--- config.mk ---
export PLATFORM = sky130hd
export DESIGN_NAME = wasm_stack
export DESIGN_NICKNAME = d
export VERILOG_FILES = /design/src/rtl/wasm_stack.sv
export SDC_FILE = /design/constraint.sdc
export NUM_CORES = 1
export LEC_CHECK = 0
export BUFFER_PORTS_ARGS = -buffer_cell sky130_fd_sc_hd__buf_4
export CORE_MARGIN = 8
export CORE_UTILIZATION = 60
export DETAILED_ROUTE_END_ITERATION = 8
export GPL_TIMING_DRIVEN = 0
export PLACE_DENSITY = 0.78
export SETUP_SLACK_MARGIN = 0.15
export SLEW_MARGIN = 20
export SYNTH_ARGS = -nofsm -noshare
export SYNTH_HDL_FRONTEND = slang
export SYNTH_SLANG_ARGS = --single-unit
export TNS_END_PERCENT = 50
--- constraint.sdc ---
create_clock -name clk -period 5.3 [get_ports clk]
set_clock_uncertainty 0.1 [all_clocks]
set_input_delay 0.265 -clock clk [delete_from_list [all_inputs] [get_ports clk]]
set_output_delay 0.265 -clock clk [all_outputs]
set_load 0.01 [all_outputs]
--- src/rtl/wasm_stack.sv ---
`default_nettype none
// ============================================================================
// Module   : wasm_stack
// Purpose  : Operand stack for the WebAssembly execution core. It sits between
//            the decoder/ALU and operand memory and supports push, pop and
//            replace. It also supports binary-op collapse, multi-entry drop,
//            and indexed peek and write.
// Ports    : clk       - rising-edge clock
//            reset     - asynchronous active-low reset
//            op        - 0 NONE,1 PUSH,2 POP,3 REPLACE,4 BINOP,5 DROP,6 PEEK,7 SET
//            data      - write operand (PUSH/REPLACE/BINOP/SET)
//            index     - depth operand (0 = top); entry count for DROP
//            tos, nos  - registered top / next-of-stack (nos = 0 if count < 2)
//            peek_data - result of last successful PEEK
//            count     - occupancy 0..2**DEPTH
//            status    - 0 NONE,1 EMPTY,2 FULL,3 OVERFLOW,4 UNDERFLOW,5 BADINDEX
//            error     - sticky failure flag, cleared only by reset
// Revision : 1.0 - initial release
// ============================================================================
module wasm_stack #(
  parameter int WIDTH = 8,
  parameter int DEPTH = 4
) (
  input  logic             clk,
  input  logic             reset,
  input  logic [2:0]       op,
  input  logic [WIDTH-1:0] data,
  input  logic [DEPTH:0]   index,
  output logic [WIDTH-1:0] tos,
  output logic [WIDTH-1:0] nos,
  output logic [WIDTH-1:0] peek_data,
  output logic [DEPTH:0]   count,
  output logic [2:0]       status,
  output logic             error
);

  localparam int             MAX    = 2 ** DEPTH;
  localparam logic [DEPTH:0] C_MAX  = {1'b1, {DEPTH{1'b0}}};
  localparam logic [DEPTH:0] C_ZERO = '0;
  localparam logic [DEPTH:0] C_ONE  = (DEPTH+1)'(1);
  localparam logic [DEPTH:0] C_TWO  = (DEPTH+1)'(2);

  localparam logic [2:0] OP_NONE    = 3'd0;
  localparam logic [2:0] OP_PUSH    = 3'd1;
  localparam logic [2:0] OP_POP     = 3'd2;
  localparam logic [2:0] OP_REPLACE = 3'd3;
  localparam logic [2:0] OP_BINOP   = 3'd4;
  localparam logic [2:0] OP_DROP    = 3'd5;
  localparam logic [2:0] OP_PEEK    = 3'd6;
  localparam logic [2:0] OP_SET     = 3'd7;

  localparam logic [2:0] ST_NONE      = 3'd0;
  localparam logic [2:0] ST_EMPTY     = 3'd1;
  localparam logic [2:0] ST_FULL      = 3'd2;
  localparam logic [2:0] ST_OVERFLOW  = 3'd3;
  localparam logic [2:0] ST_UNDERFLOW = 3'd4;
  localparam logic [2:0] ST_BADINDEX  = 3'd5;

  // Storage is deliberately not reset; only count decides what is visible.
  logic [WIDTH-1:0] mem_q [MAX];

  logic [DEPTH:0]   count_q, count_d;
  logic [WIDTH-1:0] tos_q, tos_d;
  logic [WIDTH-1:0] nos_q, nos_d;
  logic [WIDTH-1:0] peek_q, peek_d;
  logic [2:0]       status_q, status_d;
  logic             error_q, error_d;

  logic             wr_en;
  logic [DEPTH-1:0] wr_addr;
  logic             fail;
  logic [2:0]       fail_code;

  // Low DEPTH bits of modular address arithmetic; the results are only used
  // once the legality check has guaranteed they are in range.
  logic [DEPTH-1:0] top_addr;   // c-1
  logic [DEPTH-1:0] sec_addr;   // c-2
  logic [DEPTH-1:0] slot_addr;  // c-1-index
  logic [DEPTH-1:0] tos_addr;   // count_d-1
  logic [DEPTH-1:0] nos_addr;   // count_d-2

  always_comb begin
    top_addr  = count_q[DEPTH-1:0] - DEPTH'(1);
    sec_addr  = count_q[DEPTH-1:0] - DEPTH'(2);
    slot_addr = count_q[DEPTH-1:0] - DEPTH'(1) - index[DEPTH-1:0];
  end

  always_comb begin
    count_d   = count_q;
    tos_d     = tos_q;
    nos_d     = nos_q;
    peek_d    = peek_q;
    status_d  = status_q;
    error_d   = error_q;
    wr_en     = 1'b0;
    wr_addr   = '0;
    fail      = 1'b0;
    fail_code = ST_NONE;
    tos_addr  = '0;
    nos_addr  = '0;

    case (op)
      OP_PUSH: begin
        if (count_q < C_MAX) begin
          wr_en   = 1'b1;
          wr_addr = count_q[DEPTH-1:0];
          count_d = count_q + C_ONE;
        end else begin
          fail      = 1'b1;
          fail_code = ST_OVERFLOW;
        end
      end
      OP_POP: begin
        if (count_q >= C_ONE) begin
          count_d = count_q - C_ONE;
        end else begin
          fail      = 1'b1;
          fail_code = ST_UNDERFLOW;
        end
      end
      OP_REPLACE: begin
        if (count_q >= C_ONE) begin
          wr_en   = 1'b1;
          wr_addr = top_addr;
        end else begin
          fail      = 1'b1;
          fail_code = ST_UNDERFLOW;
        end
      end
      OP_BINOP: begin
        // Result overwrites the lower operand; the upper one is discarded.
        if (count_q >= C_TWO) begin
          wr_en   = 1'b1;
          wr_addr = sec_addr;
          count_d = count_q - C_ONE;
        end else begin
          fail      = 1'b1;
          fail_code = ST_UNDERFLOW;
        end
      end
      OP_DROP: begin
        if (index <= count_q) begin
          count_d = count_q - index;
        end else begin
          fail      = 1'b1;
          fail_code = ST_UNDERFLOW;
        end
      end
      OP_PEEK: begin
        if (index < count_q) begin
          peek_d = mem_q[slot_addr];
        end else begin
          fail      = 1'b1;
          fail_code = ST_BADINDEX;
        end
      end
      OP_SET: begin
        if (index < count_q) begin
          wr_en   = 1'b1;
          wr_addr = slot_addr;
        end else begin
          fail      = 1'b1;
          fail_code = ST_BADINDEX;
        end
      end
      default: begin
        // OP_NONE: always legal, storage untouched.
      end
    endcase

    if (fail) begin
      status_d = fail_code;
      error_d  = 1'b1;
    end else begin
      // tos/nos are taken from the post-write view of storage so that a
      // write to either of the top two slots shows up on the next cycle.
      tos_addr = count_d[DEPTH-1:0] - DEPTH'(1);
      nos_addr = count_d[DEPTH-1:0] - DEPTH'(2);
      if (count_d >= C_ONE) begin
        tos_d = (wr_en && (wr_addr == tos_addr)) ? data : mem_q[tos_addr];
      end
      if (count_d >= C_TWO) begin
        nos_d = (wr_en && (wr_addr == nos_addr)) ? data : mem_q[nos_addr];
      end else begin
        nos_d = '0;
      end
      if (count_d == C_ZERO) begin
        status_d = ST_EMPTY;
      end else if (count_d == C_MAX) begin
        status_d = ST_FULL;
      end else begin
        status_d = ST_NONE;
      end
    end
  end

  always_ff @(posedge clk) begin
    if (wr_en) begin
      mem_q[wr_addr] <= data;
    end
  end

  always_ff @(posedge clk or negedge reset) begin
    if (!reset) begin
      count_q  <= '0;
      tos_q    <= '0;
      nos_q    <= '0;
      peek_q   <= '0;
      status_q <= ST_EMPTY;
      error_q  <= 1'b0;
    end else begin
      count_q  <= count_d;
      tos_q    <= tos_d;
      nos_q    <= nos_d;
      peek_q   <= peek_d;
      status_q <= status_d;
      error_q  <= error_d;
    end
  end

  assign tos       = tos_q;
  assign nos       = nos_q;
  assign peek_data = peek_q;
  assign count     = count_q;
  assign status    = status_q;
  assign error     = error_q;

endmodule
`default_nettype wire

# After elaboration in Yosys (flattened, before gate mapping)
# Memory sizes are Yosys's and may differ from the RTL's. A register that Yosys moved wholly into a read port is not among the register bits.
# Cells that the tools add are included.
# op_classes
n_mul	0
n_shift	0
n_lt_le_gt_ge	7
eq_ne	9
reduce_logical	8
div	0
bitwise	1
n_addsub	8
mux	34
# op_table
op	count
5-bit 2-to-1 mux	4
5-bit one-hot mux with 4 select lines	1
4-bit 2-to-1 mux	4
8-bit 2-to-1 mux	2
4-bit one-hot mux with 4 select lines	1
3-bit 2-to-1 mux	5
3-bit one-hot mux with 5 select lines	1
3-bit == test (second input constant)	4
1-bit 2-to-1 mux	11
5-bit by 1-bit greater-or-equal comparator with 1-bit output (second input constant)	2
5-bit by 2-bit greater-or-equal comparator with 1-bit output (second input constant)	2
4-bit by 1-bit subtractor with 4-bit output (second input constant)	2
4-bit by 2-bit subtractor with 4-bit output (second input constant)	2
3-bit by 2-bit == test with 1-bit output (second input constant)	2
2-bit 2-to-1 mux	3
5-bit by 1-bit adder with 5-bit output (second input constant)	1
5-bit == test (second input constant)	1
5-bit less-or-equal comparator	1
5-bit zero test	1
5-bit < comparator	1
5-bit < comparator (second input constant)	1
1-bit one-hot mux with 5 select lines	1
5-bit by 1-bit subtractor with 5-bit output (second input constant)	1
5-bit subtractor	1
other kinds (9)	12
# word_totals
mem_bits_rw	128
rom_bits	0
latch_bits	0
regBits	17
mem_count	1
elab_cells	72
# mem_list
memory	words	word_bits	read_ports	rd_ports_with_merged_regs	wr	line_no	source
mem_q	16	8	3	2	1	60	logic [WIDTH-1:0] mem_q [MAX];

# Logic depth before layout (Yosys ltp)
# Gate-level depths: netlist of the first run.
# depth
word_depth	8
depth_mapped	21

# Least setup slack after synthesis of the first run
# OpenSTA, ideal clock, no wires.
# synth_timing
path_kind	reg2reg
startpoint	reg count_q[0], in the netlist count[0]
endpoint	reg nos_q[1], in the netlist nos[1]
required_time_ns	5.074
path_slack_ns	0.768
arrival_ns	4.306
synth_period_minus_slack_ns	4.532
setup_ns	0.126
stages_incl_launch_ff	20
path_cell_list	dfrtp_1 clkbuf_1 inv_1 ha_1 nand2b_1 a21oi_1 o21ai_1 mux2i_1 o21ba_1 buf_4 buf_4 buf_4 ha_1 clkbuf_1 clkinv_1 clkbuf_1 mux4_2 a32oi_1 nand3_1 a221o_1
# synth_between
elab_chain_len	8
elab_cells_between_ends	39
# synth_lines
element	line_no	source
start, declared	62	logic [DEPTH:0] count_q, count_d;
start signal, assigned	212	count_q <= count_d;
parallel branches: the longest is 8 deep, another holds memory read 16 x 8 bit	--	
end signal, assigned	214	nos_q <= nos_d;
end, declared	64	logic [WIDTH-1:0] nos_q, nos_d;
# Parallel ways; which one is timed is not known.
# A chain may end at the register's enable or synchronous reset.

# Worst setup path after layout of the first run
# layout_timing
startpoint	reg count_q[2], in the netlist count[2]
endpoint	reg nos_q[7], in the netlist nos[7]
# Same word-level chain as after synthesis.

==> flow_summary.yaml, run 1 <==
yosys:
  syn_nets: 699
  synthCells: 655
  synth_cell_types: 73
  synth_xor_area_share_pct: 1.40
  synth_compound_area_share_pct: 8.93
  synth_top_family_by_area: "multiplexers"
  ys_warn_count: 0
  ys_seq_area_share_pct: 47.5
  synth_edf_count: 128
  syn-cell-area_sq_um: 9820
  synth-async-reset-ratio_pct: 20.5
  synth_simple_gate_area_share_pct: 7.54
  synth_fa_ha_area_share_pct: 3.46
  avgSynthCellArea_sq_um: 15.0
  synth_top_flop_cell: "edfxtp_1"
  synth-seq-cells: 161
  synthMuxAreaShare_pct: 27.9
job:
  maxCapViolCount: 0
worst_setup_path:
  start_kind: "flip-flop"
  arrival_ns: 5.17
  required_ns: 5.51
  critical_path.max_fanout: 14
  worst_setup_path_end_kind: "flip-flop"
  path_class: "flip-flop to flip-flop"
grt:
  grt_overflow: 0
  grt_pass1_vias: 6899
  grt.total_usage_pct: 28.6
  grt_max_degree: 34
  grt_pass1_wl_um: 43200
  grt_antenna_before_repair: 1
timing:
  whs_ns: 0.0871
  rsz0062_at_grt: "true"
  slew_viol_final: 0
  post-route-period-util_pct: 93.6
  setup_ws_ns: 0.339
  setup_viol: 0
  hold_violations: 0
  fmax_ghz: 0.202
  max-slew-margin-rel_pct: 21.5
  tightest_slew_ns: 1.17
  layout_min_cycle_time_ns: 4.96
drt:
  via_per_inst: 7.51
  drt-met1-wl_um: 10800
  route.detailed.drc: 0
  first_iter_violations: 1004
  ant_nets: 0
  route.met2.wl_um: 13000
  vias: 7163
  routed.top_layer: "met5"
  detail_route.wl_per_cell_um: 29.9
  drt_wl_total_um: 28500
  route.met3.wl_um: 3860
  drt-pass1-iter-count: 6
layout:
  antenna_cells: 0
  drive_gt1_share_pct: 36.4
  mostFrequentLayoutCell: "edfxtp_1"
  layout_common_cells: "128 x edfxtp_1, 104 x mux4_2, 54 x buf_4"
  area_growth_pct: 13.6
  layout.nets: 769
power_and_ir_drop:
  swShare_pct: 43.7
  power_frac_seq_pct: 20.9
  ir_drop_mv: 0.369
  power.share.clock_pct: 14.7
  p_sw_uw: 3570
  power_density_nw_per_um2: 732
  combPwrFrac_pct: 64.4
  power_uw: 8170
  internal_power_uw: 4600
  p_leak_uw: 0.00400
placed_design:
  hpwl_um: 21000
  dpl_worst_slack_ns: -0.471
  io_buffer_count: 49
  place_congestion: 0.937
cts:
  cts_root_buf: "clkbuf_16"
  htreeDepth: 4
  cts_tree: "built"
  cts_sinks: 161
  path_clk_slew_ns: 0.07
  cts_max_path_buffers: 2
  clkLatencyLatePin_ns: 0.43
  cts_buffers: 17
die:
  io_pins: 51
  dieArea_sq_um: 20700
  rows: 46
  start_util_pct: 61.6
  core_sq_um: 15900
  die_h_um: 144
  dieWidth_um: 144
worst_hold_path:
  holdCritPathClass: "input pin to flip-flop"
run_status:
  status: "completed"
==> timing repair <==
action                     CTS  global route
pin swaps                    0             1
setup endpoints to repair   16            16
hold buffers                 1             0
buffers inserted             0             0
hold endpoints to repair    33             0
resized for setup           12            23
==> synthesized netlist by cell type (all sizes together), types with 9 or more instances <==
master | count | area [sq um]
mux2i | 21 | 210
mux4 | 104 | 2340
edfxtp | 128 | 3840
mux2 | 17 | 191
buf | 27 | 170
nor2 | 27 | 101
inv | 20 | 75.1
a21oi | 12 | 75.1
nand3 | 30 | 155
o211ai | 14 | 110
clkbuf | 15 | 56.3
xnor2 | 11 | 96.3
dfrtp | 32 | 801
nand2b | 9 | 56.3
ha | 24 | 300
and3 | 15 | 93.8
o21ai | 25 | 133
nand2 | 17 | 63.8
==> layout make-up <==
class,count,area (sq um)
Multi-Input combinational cell,429,4900
Buffer,42,268
Tap cell,216,270
Inverter,23,91.3
Sequential cell,161,4670
Fill cell,1045,4780
Clock buffer,18,429
Clock inverter,14,145
Timing Repair Buffer,51,389
==> critical path: stages, from the launching register on <==
cell and delay (ns):
dfrtp_1 0.43, buf_2 0.21, inv_2 0.14, ha_2 0.24
nor3b_4 0.31, nand2_2 0.15, o211ai_1 0.19, o2111ai_1 0.15
o21ba_1 0.26, buf_6 0.19, buf_6 0.20, buf_6 0.23
ha_1 0.27, clkbuf_2 0.23, clkinv_2 0.19, buf_2 0.27
mux4_2 0.37, a32oi_1 0.19, nand3_1 0.18, a221o_1 0.33
==> cell families after synthesis <==
kind of cell	Yosys count
adders and majority gates	26
DFF	161
buffers and inverters	65
AOI/OAI and AO/OA	114
and+or+nand+nor	133
xor gates and xnor gates	14
muxes	142
==> through the flow <==
step | TNS [ns] | instance area, sq um | util (%) | cells
6_report | 0 | 11200 | 70.0 | 954
3_5_place_dp | -5.01 | 10500 | 65.8 | 921
5_1_grt | 0 | 11200 | 70.0 | 954
2_1_floorplan | 0 | 9820 | - | 655
4_1_cts | 0 | 11100 | 69.6 | 954
3_3_place_gp | -4.30 | 10500 | 65.6 | 920
==> routing by layer <==
layer  up-vias  track usage [%]
met5         -                0
met2       637             43.4
li1       2857                -
met1      3571             38.9
met3        94             8.69
met4         4             9.13
==> sequential cells by signal (all words and copies together) (netlist names) <==
signal	cells
status	3
tos	8
count	5
nos	8
mem_q	128
error	1
peek_data	8
==> final timing paths <==
| kind | from | end | slack [ns] | cells past startpoint |
|---|---|---|---|---|
| worst min register to register | peek_data[3] | peek_data[3] | 0.41 | 1 |
| max in group asynchronous | reset | status[0] | 4.55 | 2 |
| worst min-delay path | data[3] | mem_q[5][3] | 0.09 | 1 |
| min in group asynchronous | reset | count[2] | 0.21 | 2 |
| worst max register to register | count[2] | nos[7] | 0.34 | 19 |
| worst max-delay path | count[2] | nos[7] | 0.34 | 19 |
==> power by group through the flow <==
stage                     clock network (uW)  registers [uW]  logic, uW
final                                   1200            1710       5260
after global routing                    1260            1730       5490
after CTS                               1200            1710       5080
after detailed placement                   0            1730       5020
after global placement                     0            1720       4890
after floorplan                            0            1740       3390
Note: power is estimated with default switching activity, not from simulation.
==> inputs of run 2 (changes only) <==
HOLD_SLACK_MARGIN = 0.12   (was default)
==> run 2 against run 1 <==
Compared with the run above:
- count of clock-buffer cells in the layout unchanged
- core utilization increased by 0.52 points
- clock power about the same
- register-to-register slack about the same
- combinational power about the same
- via count increased by 0.66%
- die area unchanged
- flip-flop and latch count unchanged
- sequential power about the same
- largest power group unchanged
==> flow_summary.yaml, run 2 (synthesis gave the netlist of run 1 again) <==
layout:
  area_growth_pct: 14.5
  largest_register: "mem_q"
  largest_reg_flops: 128
  antenna_cells: 0
  layout.nets: 777
  instances_no_fill: 962
  drive_gt1_share_pct: 36.1
  mostFrequentLayoutCell: "edfxtp_1"
  layout_common_cells: "128 x edfxtp_1, 104 x mux4_2, 55 x buf_4"
timing:
  setup_viol: 0
  fmax_ghz: 0.202
  tightest_slew_ns: 1.16
  layout_min_cycle_time_ns: 4.95
  slew_viol_final: 0
  setup_ws_ns: 0.347
  max-slew-margin-rel_pct: 22.4
  post-route-period-util_pct: 93.5
  hold_violations: 0
  rsz0062_at_grt: "false"
run_status:
  status: "completed"
grt:
  grt_pass1_vias: 6943
  grt_max_degree: 34
  grt_pass1_wl_um: 43300
  grt.total_usage_pct: 28.7
  grt_antenna_before_repair: 1
  grt_overflow: 0
cts:
  path_clk_slew_ns: 0.07
  cts_sinks: 161
  htreeDepth: 4
  cts_buffers: 17
  cts_tree: "built"
  cts_max_path_buffers: 2
  cts_root_buf: "clkbuf_16"
  clkLatencyLatePin_ns: 0.43
drt:
  route.detailed.drc: 0
  drt-pass1-iter-count: 6
  drt_wl_total_um: 28600
  ant_nets: 0
  detail_route.wl_per_cell_um: 29.7
  vias: 7210
  first_iter_violations: 920
  via_per_inst: 7.49
worst_setup_path:
  worst_setup_path_end_kind: "flip-flop"
  required_ns: 5.51
  critPathMaxStageDelay_ns: 0.43
  path_buf_inv: 8
  cp_cell_sequence: "buf_2, inv_2, ha_2, nor3b_4, nand2_2, o211ai_1, o2111ai_1, o21ba_1, buf_6, buf_6, buf_6, ha_1, clkbuf_2, clkinv_2, buf_2, mux4_2, a32oi_1, nand3_1, a221o_1"
  arrival_ns: 5.16
  crit_family: "buffers and inverters"
  path_class: "flip-flop to flip-flop"
  start_kind: "flip-flop"
  critical_path.max_fanout: 14
  slowest_stage: "dfrtp_1"
  crit_path_frequent_cell: "buf_6"
die:
  core_sq_um: 15900
  io_pins: 51
  start_util_pct: 61.6
  dieArea_sq_um: 20700
  die_h_um: 144
  dieWidth_um: 144
  rows: 46
power_and_ir_drop:
  power_density_nw_per_um2: 728
  power_uw: 8190
  ir_drop_mv: 0.366
  p_leak_uw: 0.00403
job:
  maxCapViolCount: 0
placed_design:
  place_inst: 921
  place_congestion: 0.937
  hpwl_um: 21000
  dpl_worst_slack_ns: -0.471
  io_buffer_count: 49
worst_hold_path:
  holdCritPathClass: "input pin to flip-flop"
[run 2: cell count changes in the layout (fill, tap and decap cells not counted)]
| cell | previous run | this run |
|---|---|---|
| buf_2 | 13 | 12 |
| buf_4 | 54 | 55 |
| dlygate4sd3_1 | 1 | 9 |
[run 2: routing by layer]
metal / GRT usage, % / part of all wire (%) / up-vias
li1: - / - / 2883
met1: 38.9 / 38 / 3615
met2: 43.7 / 46 / 617
met3: 8.86 / 14 / 93
met4: 9.19 / 2.8 / 2
met5: 0 / 0.045 / -
[run 2: power by group]
part / total (uW) / switching (uW) / internal, uW
sequential: 1710 / 136 / 1570
combinational: 5270 / 2900 / 2370
clock: 1200 / 539 / 663
[run 2: final timing paths]
path	start	end	slack, ns	depth (start not counted)
worst max-delay path	count[2]	nos[7]	0.35	19
worst min-delay path	op[1]	status[1]	0.17	4
worst max register to register	count[2]	nos[7]	0.35	19
worst min register to register	peek_data[3]	peek_data[3]	0.41	1
max in group asynchronous	reset	status[0]	4.55	2
min in group asynchronous	reset	tos[3]	0.21	2
[run 2: worst register-to-register path: cells and delay by family, from the launching register on]
family,cells,cell delay (ns)
and+or+nand+nor,3,0.65
AOI/OAI and AO/OA,5,1.11
buffers and inverters,8,1.68
adders and majority gates,2,0.51
DFF,1,0.43
muxes,1,0.37
[run 2: final cells by class]
cell class              count  area [sq um]
flip-flops and latches    161          4670
clock inverters            14           145
well taps                 216           270
plain buffers              42           270
inverters                  23          91.3
multi-input cells         429          4900
repair buffers             59           469
fillers                  1033          4700
clock buffers              18           429
[run 2: per-stage QoR]
| step | util [%] | instance area, sq um | hold slack [ns] | setup TNS [ns] |
|---|---|---|---|---|
| after CTS | 70.1 | 11200 | 0.158 | 0 |
| after floorplan | - | 9820 | -0.131 | 0 |
| after detailed placement | 65.8 | 10500 | 0.133 | -5.01 |
| after global routing | 70.5 | 11200 | 0.177 | 0 |
| final | 70.5 | 11200 | 0.169 | 0 |
| after global placement | 65.6 | 10500 | 0.121 | -4.30 |
[run 2: what timing repair did]
item | in CTS | in global routing
hold endpoints to repair | 161 | 0
endpoints found under the setup margin | 16 | 16
hold buffers | 9 | 0
gates resized for setup | 12 | 25
pin swaps | 0 | 1
setup buffers | 0 | 0
==> inputs of run 3 (changes only) <==
GPL_TIMING_DRIVEN = default   (was 0)
HOLD_SLACK_MARGIN = 0.1   (was 0.12)
clock period = 5.22 ns   (was 5.3 ns; I/O delays follow)
==> run 3 against run 2 <==
Compared with the run above:
- final cell count is 0.62% lower
- critical path depth is 6 lower
- combinational power is 2% lower
- via count is 0.79% higher
- fmax is 2.2% higher
- largest power group unchanged
- largest cell class unchanged
- first-iteration DRC count is 11% higher
- worst hold slack worse by 0.058 ns
==> flow_summary.yaml, run 3 (synthesis gave the netlist of run 1 again) <==
run_status:
  status: "completed"
drt:
  drt_wl_total_um: 29100
  detail_route.wl_per_cell_um: 30.4
  via_per_inst: 7.60
  first_iter_violations: 1024
  ant_nets: 0
  route.detailed.drc: 0
  drt-pass1-iter-count: 7
  vias: 7267
layout:
  final_area_sq_um: 11300
  largest_reg_flops: 128
  drive_gt1_share_pct: 35.5
  antenna_cells: 0
  largest_register: "mem_q"
  layout_common_cells: "128 x edfxtp_1, 104 x mux4_2, 86 x buf_4"
  layout.nets: 772
  area_growth_pct: 15.3
  mostFrequentLayoutCell: "edfxtp_1"
  fin_util_pct: 71.0
worst_setup_path:
  path_class: "flip-flop to flip-flop"
  cp_cell_sequence: "inv_1, ha_1, inv_1, ha_1, nor2b_1, o21a_1, o21ai_0, nand2_1, a31oi_1, nand2_1, or2_2, nor2_1, buf_4"
  crit_family: "simple AND/OR/NAND/NOR gates"
  startpoint: "count[1]"
  slowest_stage: "dfrtp_1"
  ff2ff_setup_slack_ns: 0.37
  path_buf_inv: 3
  crit_end: "mem_q[5][4]"
  critical_path.max_fanout: 12
  cp.depth: 13
  critPathMaxStageDelay_ns: 0.64
  rr_endpoint: "mem_q[5][4]"
  start_kind: "flip-flop"
  r2r_start: "count[1]"
  r2r_cells: 13
  arrival_ns: 4.89
  required_ns: 5.26
  worst_setup_path_end_kind: "flip-flop"
cts:
  cts_max_path_buffers: 2
  cts_tree: "built"
  cts_sinks: 161
  path_clk_slew_ns: 0.06
  cts_buffers: 17
  htreeDepth: 4
  clkLatencyLatePin_ns: 0.43
  cts_root_buf: "clkbuf_16"
timing:
  fmax_ghz: 0.206
  tightest_slew_ns: 0.938
  hold_violations: 0
  tns_ns: 0
  max-slew-margin-rel_pct: 37.5
  setup_ws_ns: 0.372
  whs_ns: 0.111
  post-route-period-util_pct: 92.9
  layout_min_cycle_time_ns: 4.85
  setup_viol: 0
  slew_viol_final: 0
  rsz0062_at_grt: "false"
die:
  dieArea_sq_um: 20700
  core_sq_um: 15900
  rows: 46
  dieWidth_um: 144
  start_util_pct: 61.6
  die_h_um: 144
  io_pins: 51
power_and_ir_drop:
  power_density_nw_per_um2: 743
  swShare_pct: 42.1
  ir_drop_mv: 0.361
  power.share.clock_pct: 17.3
  internal_power_uw: 4880
  p_leak_uw: 0.00410
  combPwrFrac_pct: 61.6
  power_frac_seq_pct: 21.1
  p_sw_uw: 3540
placed_design:
  place_area_sq_um: 10600
  dpl_worst_slack_ns: 0.579
  io_buffer_count: 50
  hpwl_um: 19600
  place_congestion: 0.919
worst_hold_path:
  holdCritPathClass: "input pin to flip-flop"
grt:
  use_met1_pct: 38.0
  globalRouteMet3Util_pct: 10.5
  grt_pass1_vias: 7221
  grt.busiest_layer: "met2"
  use_met2_pct: 44.3
  grt.total_usage_pct: 29.4
  grt_overflow: 0
  grt_pass1_wl_um: 44400
  grt_max_degree: 43
  grt_antenna_before_repair: 1
job:
  maxCapViolCount: 0
run 3: layout make-up:
type | count | area, sq um
inverters | 23 | 86.3
multi-input cells | 429 | 4850
well taps | 216 | 270
clock inverters | 14 | 260
clock buffers | 17 | 425
repair buffers | 96 | 766
fillers | 1001 | 4620
flip-flops and latches | 161 | 4670
run 3: stage by stage:
| step | total power, uW | std cells |
|---|---|---|
| global route | 8710 | 956 |
| global placement | 6610 | 917 |
| CTS | 8270 | 956 |
| finish | 8420 | 956 |
| floorplan | 5210 | 655 |
| detailed placement | 6730 | 917 |
run 3: what timing repair did:
action,in CTS,in global routing
gates resized for setup,0,1
endpoints found under the hold margin,135,0
buffers inserted,0,0
setup endpoints to repair,0,2
hold buffers,8,0
run 3: worst min-delay path by stage:
stage,start,endpoint,cells after the start
after CTS,data[2],mem_q[3][2],1
after global routing,data[2],mem_q[3][2],1
after global placement,reset,count[3],1
final,data[2],mem_q[14][2],1
after detailed placement,reset,count[3],1
after floorplan,reset,count[0],0
run 3: metal layers:
metal / wire, um / part of all wire (%)
met1: 10400 / 36
met2: 13100 / 45
met3: 4310 / 15
met4: 1320 / 4.5
met5: 18 / 0.062
run 3: power by group through the flow:
| stage | combinational [uW] | clock [uW] | sequential [uW] |
|---|---|---|---|
| after global placement | 4840 | 0 | 1770 |
| after floorplan | 3440 | 0 | 1770 |
| after global routing | 5410 | 1510 | 1790 |
| final | 5190 | 1460 | 1770 |
| after detailed placement | 4940 | 0 | 1790 |
| after CTS | 5040 | 1460 | 1760 |
